### src/rtl/t2mi_ts_packetizer_v2.sv
// t2mi_ts_packetizer_v2: buffers pointer-tagged T2-MI bytes and wraps them into fixed-PID TS packets,
// with null-packet fill, optional 204-byte stuffing and an external table-packet insertion slot.
module t2mi_ts_packetizer_v2 #(
    parameter int FIFO_AW   = 8,
    parameter int PKT_LEN   = 188,
    parameter int NULL_FILL = 1
) (
    input  logic             CLK,
    input  logic             RST,
    input  logic             START,
    input  logic             ENA_IN,
    input  logic [7:0]       DATA_IN,
    input  logic [7:0]       POINTER_IN,
    input  logic [12:0]      t2mi_pid,
    input  logic             TABLE_RDY,
    input  logic [7:0]       TABLE_DATA,
    input  logic             TABLE_ENA,
    input  logic             TABLE_SENT,
    output logic             TABLE_START,
    output logic [7:0]       DATA_OUT,
    output logic             ENA_OUT,
    output logic             PSYNC_OUT,
    output logic             FIFO_OVF,
    output logic [FIFO_AW:0] fifo_level,
    output logic [3:0]       state_mon
);
    localparam logic [3:0] S_IDLE    = 4'd0;
    localparam logic [3:0] S_DECIDE  = 4'd1;
    localparam logic [3:0] S_HDR     = 4'd2;
    localparam logic [3:0] S_PTR     = 4'd3;
    localparam logic [3:0] S_PAYLOAD = 4'd4;
    localparam logic [3:0] S_STUFF   = 4'd5;
    localparam logic [3:0] S_NULLPKT = 4'd6;
    localparam logic [3:0] S_TABLE   = 4'd7;
    localparam logic [3:0] S_END     = (PKT_LEN == 204) ? S_STUFF : S_DECIDE;

    logic [15:0]        mem [2**FIFO_AW];
    logic [15:0]        head;
    logic [FIFO_AW-1:0] wr_q, wr_d, rd_q, rd_d;
    logic [FIFO_AW:0]   level_q, level_d;
    logic [3:0]         state_q, state_d, cc_q, cc_d;
    logic [7:0]         cnt_q, cnt_d, p_q, p_d, data_q, data_d, pay_last;
    logic               ovf_q, ovf_d, ena_q, ena_d, psync_q, psync_d;
    logic               tstart_q, tstart_d, first_q, first_d;
    logic               full, wr_en, rd_en;

    assign head     = mem[rd_q];
    assign full     = level_q[FIFO_AW];
    assign rd_en    = state_q == S_PAYLOAD;
    assign wr_en    = ENA_IN && (!full || rd_en);
    assign pay_last = (p_q > 8'd183) ? 8'd183 : 8'd182;

    always_comb begin
        wr_d    = wr_q + FIFO_AW'(wr_en);
        rd_d    = rd_q + FIFO_AW'(rd_en);
        level_d = level_q + (FIFO_AW+1)'(wr_en) - (FIFO_AW+1)'(rd_en);
        ovf_d   = ovf_q || (ENA_IN && !wr_en);
    end

    always_comb begin
        state_d  = state_q;
        cnt_d    = cnt_q + 8'd1;
        p_d      = p_q;
        cc_d     = cc_q;
        data_d   = 8'h00;
        ena_d    = 1'b1;
        psync_d  = 1'b0;
        tstart_d = 1'b0;
        first_d  = first_q;
        case (state_q)
            S_IDLE: begin
                ena_d   = 1'b0;
                cnt_d   = 8'd0;
                state_d = START ? S_DECIDE : S_IDLE;
            end
            S_DECIDE: begin
                ena_d = 1'b0;
                cnt_d = 8'd0;
                if (TABLE_RDY) begin
                    tstart_d = 1'b1;
                    first_d  = 1'b1;
                    state_d  = S_TABLE;
                end else if (level_q >= (FIFO_AW+1)'(184)) begin
                    p_d     = head[15:8];
                    state_d = S_HDR;
                end else if (NULL_FILL != 0) begin
                    state_d = S_NULLPKT;
                end
            end
            S_HDR: begin
                data_d  = cnt_q == 8'd0 ? 8'h47 :
                          cnt_q == 8'd1 ? {1'b0, p_q < 8'd183, 1'b0, t2mi_pid[12:8]} :
                          cnt_q == 8'd2 ? t2mi_pid[7:0] :
                          {2'b00, p_q == 8'd183 ? 2'b11 : 2'b01, cc_q};
                psync_d = cnt_q == 8'd0;
                if (cnt_q == 8'd3) begin
                    cnt_d   = 8'd0;
                    state_d = p_q > 8'd183 ? S_PAYLOAD : S_PTR;
                end
            end
            S_PTR: begin
                // P==183 means the packet carries a zero-length adaptation field instead of a pointer
                data_d  = p_q == 8'd183 ? 8'h00 : p_q;
                cnt_d   = 8'd0;
                state_d = S_PAYLOAD;
            end
            S_PAYLOAD: begin
                data_d = head[7:0];
                if (cnt_q == pay_last) begin
                    cnt_d   = 8'd0;
                    cc_d    = cc_q + 4'd1;
                    state_d = S_END;
                end
            end
            S_STUFF: begin
                if (cnt_q == 8'd15) begin
                    cnt_d   = 8'd0;
                    state_d = S_DECIDE;
                end
            end
            S_NULLPKT: begin
                data_d  = cnt_q == 8'd0 ? 8'h47 : cnt_q == 8'd1 ? 8'h1F : cnt_q == 8'd3 ? 8'h10 : 8'hFF;
                psync_d = cnt_q == 8'd0;
                if (cnt_q == 8'd187) begin
                    cnt_d   = 8'd0;
                    state_d = S_END;
                end
            end
            S_TABLE: begin
                data_d  = TABLE_DATA;
                ena_d   = TABLE_ENA;
                psync_d = TABLE_ENA && first_q && TABLE_DATA == 8'h47;
                if (TABLE_ENA) first_d = 1'b0;
                if (TABLE_SENT) begin
                    cnt_d   = 8'd0;
                    state_d = S_END;
                end
            end
            default: begin
                ena_d   = 1'b0;
                state_d = S_IDLE;
            end
        endcase
    end

    always_ff @(posedge CLK) begin
        if (wr_en) mem[wr_q] <= {POINTER_IN, DATA_IN};
    end

    always_ff @(posedge CLK or posedge RST) begin
        if (RST) begin
            wr_q     <= '0;
            rd_q     <= '0;
            level_q  <= '0;
            ovf_q    <= 1'b0;
            state_q  <= S_IDLE;
            cnt_q    <= 8'd0;
            p_q      <= 8'd0;
            cc_q     <= 4'd0;
            data_q   <= 8'd0;
            ena_q    <= 1'b0;
            psync_q  <= 1'b0;
            tstart_q <= 1'b0;
            first_q  <= 1'b0;
        end else begin
            wr_q     <= wr_d;
            rd_q     <= rd_d;
            level_q  <= level_d;
            ovf_q    <= ovf_d;
            state_q  <= state_d;
            cnt_q    <= cnt_d;
            p_q      <= p_d;
            cc_q     <= cc_d;
            data_q   <= data_d;
            ena_q    <= ena_d;
            psync_q  <= psync_d;
            tstart_q <= tstart_d;
            first_q  <= first_d;
        end
    end

    assign TABLE_START = tstart_q;
    assign DATA_OUT    = data_q;
    assign ENA_OUT     = ena_q;
    assign PSYNC_OUT   = psync_q;
    assign FIFO_OVF    = ovf_q;
    assign fifo_level  = level_q;
    assign state_mon   = state_q;
endmodule
### config.mk
export PLATFORM = sky130hd
export DESIGN_NAME = t2mi_ts_packetizer_v2
export DESIGN_NICKNAME = d
export VERILOG_FILES = /design/src/rtl/t2mi_ts_packetizer_v2.sv
export SDC_FILE = /design/constraint.sdc
export NUM_CORES = 2
export LEC_CHECK = 0
export CAP_MARGIN = 30
export CORE_MARGIN = 2
export CORE_UTILIZATION = 30
export CTS_CLUSTER_DIAMETER = 150
export DETAILED_ROUTE_END_ITERATION = 10
export SLEW_MARGIN = 10
export SYNTH_ARGS = -nofsm -noshare
export SYNTH_HDL_FRONTEND = slang
export SYNTH_SLANG_ARGS = --single-unit
### constraint.sdc
create_clock -name CLK -period 4.6 [get_ports CLK]
set_input_delay 1.15 -clock CLK [delete_from_list [all_inputs] [get_ports CLK]]
set_output_delay 1.15 -clock CLK [all_outputs]
set_load 0.02 [all_outputs]
==> flow_summary.rst <==
.. list-table::
   :header-rows: 1

   * - Metric
     - Value
   * - EDFF count, synth
     - a little over 4000
   * - Clk Tree Root Cell
     - clkbuf_16
   * - Fraction of the yosys area taken by sequential cells
     - 0.774
   * - Pin count of the biggest net entering global routing
     - 149
   * - H-tree Lvls
     - 5
   * - Average vias per placed instance
     - 5.27
   * - Synthesized flop and latch total
     - ~4200
   * - Post-DP HPWL
     - between 200000 and 300000 um
   * - Critical Path Source Type
     - flip-flop
   * - Reg-to-reg startpoint
     - rd_q[1]
   * - Pleak
     - 59.4 nW
   * - Number of remaining DRC errors
     - 0
   * - Arrival time at the worst endpoint
     - 5.47 ns
   * - Maximum net fanout on the critical path
     - 30
   * - Detailed-router iteration count before antenna repair
     - 5
   * - Post-CTS repair timing setup buffer count
     - 0
   * - Post-synthesis cell type count
     - between 70 and 80
   * - Synthesis-to-finish area growth
     - 17.1%
   * - Number of global-route vias before repair
     - a little over 80000
   * - Share of the clock period used by the worst path after layout
     - 0.994
   * - Overflow after GRT
     - 0
   * - Endpoints failing setup
     - 0
   * - Per-cell routed wire length
     - around 30 um
   * - Sort of element at the end of the critical path
     - flip-flop
   * - TritonCTS clock tree
     - yes
   * - Die extent in x
     - 737 um
   * - Setup slack after layout
     - 0.0293 ns
   * - Antenna violations before repair
     - 32
   * - Drt first-iter violations
     - 12400
   * - Setup repair after global routing missed its margin
     - false
   * - Antenna Violating Nets Remaining
     - 0
   * - Yosys Warn Count
     - 0
   * - Buffers added on ports
     - 67
   * - Synth Cell Area
     - approximately 160000 um2
   * - Tot GR Track Use
     - 0.169
   * - Worst clock skew
     - between 0.07 and 0.08 ns
   * - Dpl cells
     - around 15000
   * - Count of mapped cells out of synthesis
     - around 7400
   * - Final Hold Viols
     - 0
   * - Clock transition at the registers of the reported paths
     - 0.06 ns
   * - Setup slack on the worst flop-to-flop path
     - 0.03 ns
   * - Number of buffers created by CTS
     - ~410
   * - Critical Path RT
     - around 5.5 ns
   * - Chip height
     - roughly 740 um
   * - Net count after synthesis
     - 7484
   * - Max VDD drop
     - between 0.3 and 0.4 mV
   * - Final cell utilization of the core
     - 0.352
   * - Place WS
     - 0.325 ns
   * - Top Ports
     - 69
   * - Slew Limit Fails
     - 0
   * - Mapped Avg Cell Area
     - between 20 and 25 um2
   * - Post-route minimum period
     - around 4.6 ns
   * - Total core area
     - approximately 540000 um2
   * - Worst slew slack as a fraction of its limit
     - 0.0534
   * - Async SR Flop Fraction
     - 0.0147
   * - Post-detailed-routing wire length
     - between 400000 and 500000 um
   * - Die Area
     - 542000 um2
   * - Maximum capacitance violations
     - 0
   * - Top_reg_cell synth
     - edfxtp_1
   * - TritonCTS Sinks
     - between 4000 and 5000
   * - Non-filler cells in the finished layout
     - about 16000
   * - Fraction of final layout cells sized beyond drive strength 1
     - 0.283
   * - Total number of nets in the final design
     - about 8200
   * - Number of cells traversed by the worst register-to-register path
     - 9
   * - Highest clock rate
     - 0.219 GHz
   * - # hold bufs at CTS
     - 0
   * - Routability-driven placement congestion ratio
     - 0.905
   * - Initial cell density of the core
     - 0.301
   * - Power density over the cells
     - 556 nW/um2
   * - Worst skew pair latency
     - 1.00 ns
   * - Slew at the pin closest to its max-slew limit
     - between 1 and 1.5 ns
   * - Row Count
     - 269
   * - Critical setup path kind
     - flip-flop to flip-flop
   * - Clock buffer depth
     - 4
   * - Number of gates resized after CTS
     - 0
   * - Run status
     - complete, no violations
   * - Capturing point of the worst reg2reg path
     - p_q[4]
   * - Design Power
     - 105 mW
   * - Global-route wire length before repair
     - 653000 um
   * - Via count
     - 82700
   * - Path class of the lowest-slack min-delay path
     - primary input to async pin
cells in the final DEF (no fill, tap or decap), types with 23 or more instances in the layout:
| master | instances |
|---|---|
| edfxtp_1 | 4096 |
| mux4_2 | 937 |
| buf_4 | 569 |
| mux2i_1 | 423 |
| clkbuf_16 | 421 |
| nor2_1 | 214 |
| nand2_1 | 170 |
| a21oi_1 | 139 |
| a22oi_1 | 117 |
| nor2_2 | 117 |
| o21ai_0 | 104 |
| clkinv_1 | 102 |
| buf_12 | 85 |
| clkinv_2 | 80 |
| clkbuf_1 | 79 |
| dfrtp_1 | 54 |
| clkdlybuf4s50_1 | 51 |
| a221oi_1 | 49 |
| bufinv_16 | 46 |
| o22ai_1 | 45 |
| nand3_1 | 44 |
| a31oi_1 | 41 |
| o221ai_1 | 39 |
| a211oi_1 | 37 |
| mux2_2 | 29 |
| inv_1 | 25 |
| diode_2 | 23 |
| ha_1 | 23 |
final cells by class:
class                           instances  area [um2]
Fill cell                           49000      347000
Sequential cell                      4157      125000
Multi-Input combinational cell       2802       34200
Clock buffer                          502       10900
Tap cell                             7181        8980
Timing Repair Buffer                  737        6950
Clock inverter                        265        2730
Inverter                               30         129
Antenna cell                           23        57.6
synth_stat cells, drive strengths merged (4+ instances only):
cell	number	share of area
o211ai	10	0.00047
o2111ai	6	0.00033
nor2	334	0.0078
nor3	22	0.00072
a311oi	6	0.00033
and2	10	0.00039
mux4	937	0.13
a221oi	50	0.0028
dfrtp	61	0.0095
a32o	4	0.00025
nor2b	19	0.00074
a211oi	39	0.0018
o221ai	39	0.0021
buf	273	0.012
mux2i	423	0.026
a22o	16	0.00087
a2111oi	8	0.00044
nand4	14	0.00054
o22ai	45	0.0017
a22oi	117	0.0055
and3	7	0.00027
mux2	29	0.0020
edfxtp	4096	0.76
a211o	9	0.00049
nand2	182	0.0042
o21ai	105	0.0033
or4	4	0.00019
a21o	4	0.00019
a31oi	41	0.0016
inv	29	0.00068
a221o	9	0.00056
xnor2	21	0.0011
nand2b	8	0.00031
nand3	46	0.0015
clkbuf	154	0.0036
o21bai	6	0.00028
a41oi	5	0.00027
xor2	8	0.00044
ha	23	0.0018
nor4	4	0.00016
o31a	4	0.00022
a21oi	139	0.0043
o311ai	7	0.00038
critical path, cell delays in order, from the launching register on:
cell	delay (ns)
dfrtp_4	1.06
nor2_4	0.29
buf_12	0.26
buf_4	0.20
a221oi_1	0.45
a21oi_1	0.07
o21ai_0	0.60
a41oi_1	0.46
nor3_1	0.81
a221o_1	0.24
how the worst max path moves through the flow:
stage	startpoint	endpoint	slack [ns]	cells past startpoint
floorplan	state_mon[0]	fifo_level[8]	1.22	16
global placement	rd_q[1]	p_q[5]	-0.04	8
detailed placement	rd_q[1]	p_q[4]	0.32	9
CTS	rd_q[1]	p_q[1]	0.22	10
global route	rd_q[1]	DATA_OUT[4]	0.1	9
finish	rd_q[1]	p_q[4]	0.03	9
through the flow:
step / setup TNS, ns / hold slack [ns] / cell area [um2]
6_report: 0 / 0.452 / 188000
5_1_grt: 0 / 0.468 / 188000
4_1_cts: 0 / 0.410 / 188000
3_5_place_dp: 0 / 0.466 / 175000
3_3_place_gp: -0.0400 / 0.454 / 175000
2_1_floorplan: 0 / 0.460 / 161000
per-layer routing:
metal  up-vias  wire length, um  GRT usage
li1      32700                -          -
met2      4888           218000      0.264
met4         8            18600     0.0620
met5         -               40          0
met3       788            50900     0.0394
met1     44400           183000      0.230
state kept, by name (all words and copies together), names as in the netlist:
register     cells
ENA_OUT          1
p_q              8
DATA_OUT         8
mem           4096
TABLE_START      1
wr_q             8
cnt_q            8
state_mon        3
PSYNC_OUT        1
cc_q             4
fifo_level       9
rd_q             8
first_q          1
FIFO_OVF         1
report_power, final:
group | switching [mW] | internal [mW]
clock network | 14.5 | 19.4
registers | 0.665 | 42.0
logic | 16.3 | 11.9
kinds of logic after synthesis:
logic type,Yosys count,synth area share
compound gates,687,0.0292
xor+xnor,29,0.00158
fa+ha+maj,24,0.00191
buf+inv,457,0.0165
flops,4157,0.774
mux,1389,0.159
other cells,1,0.0000233
simple gates,672,0.0179
Power figures use the tool's default switching activity.
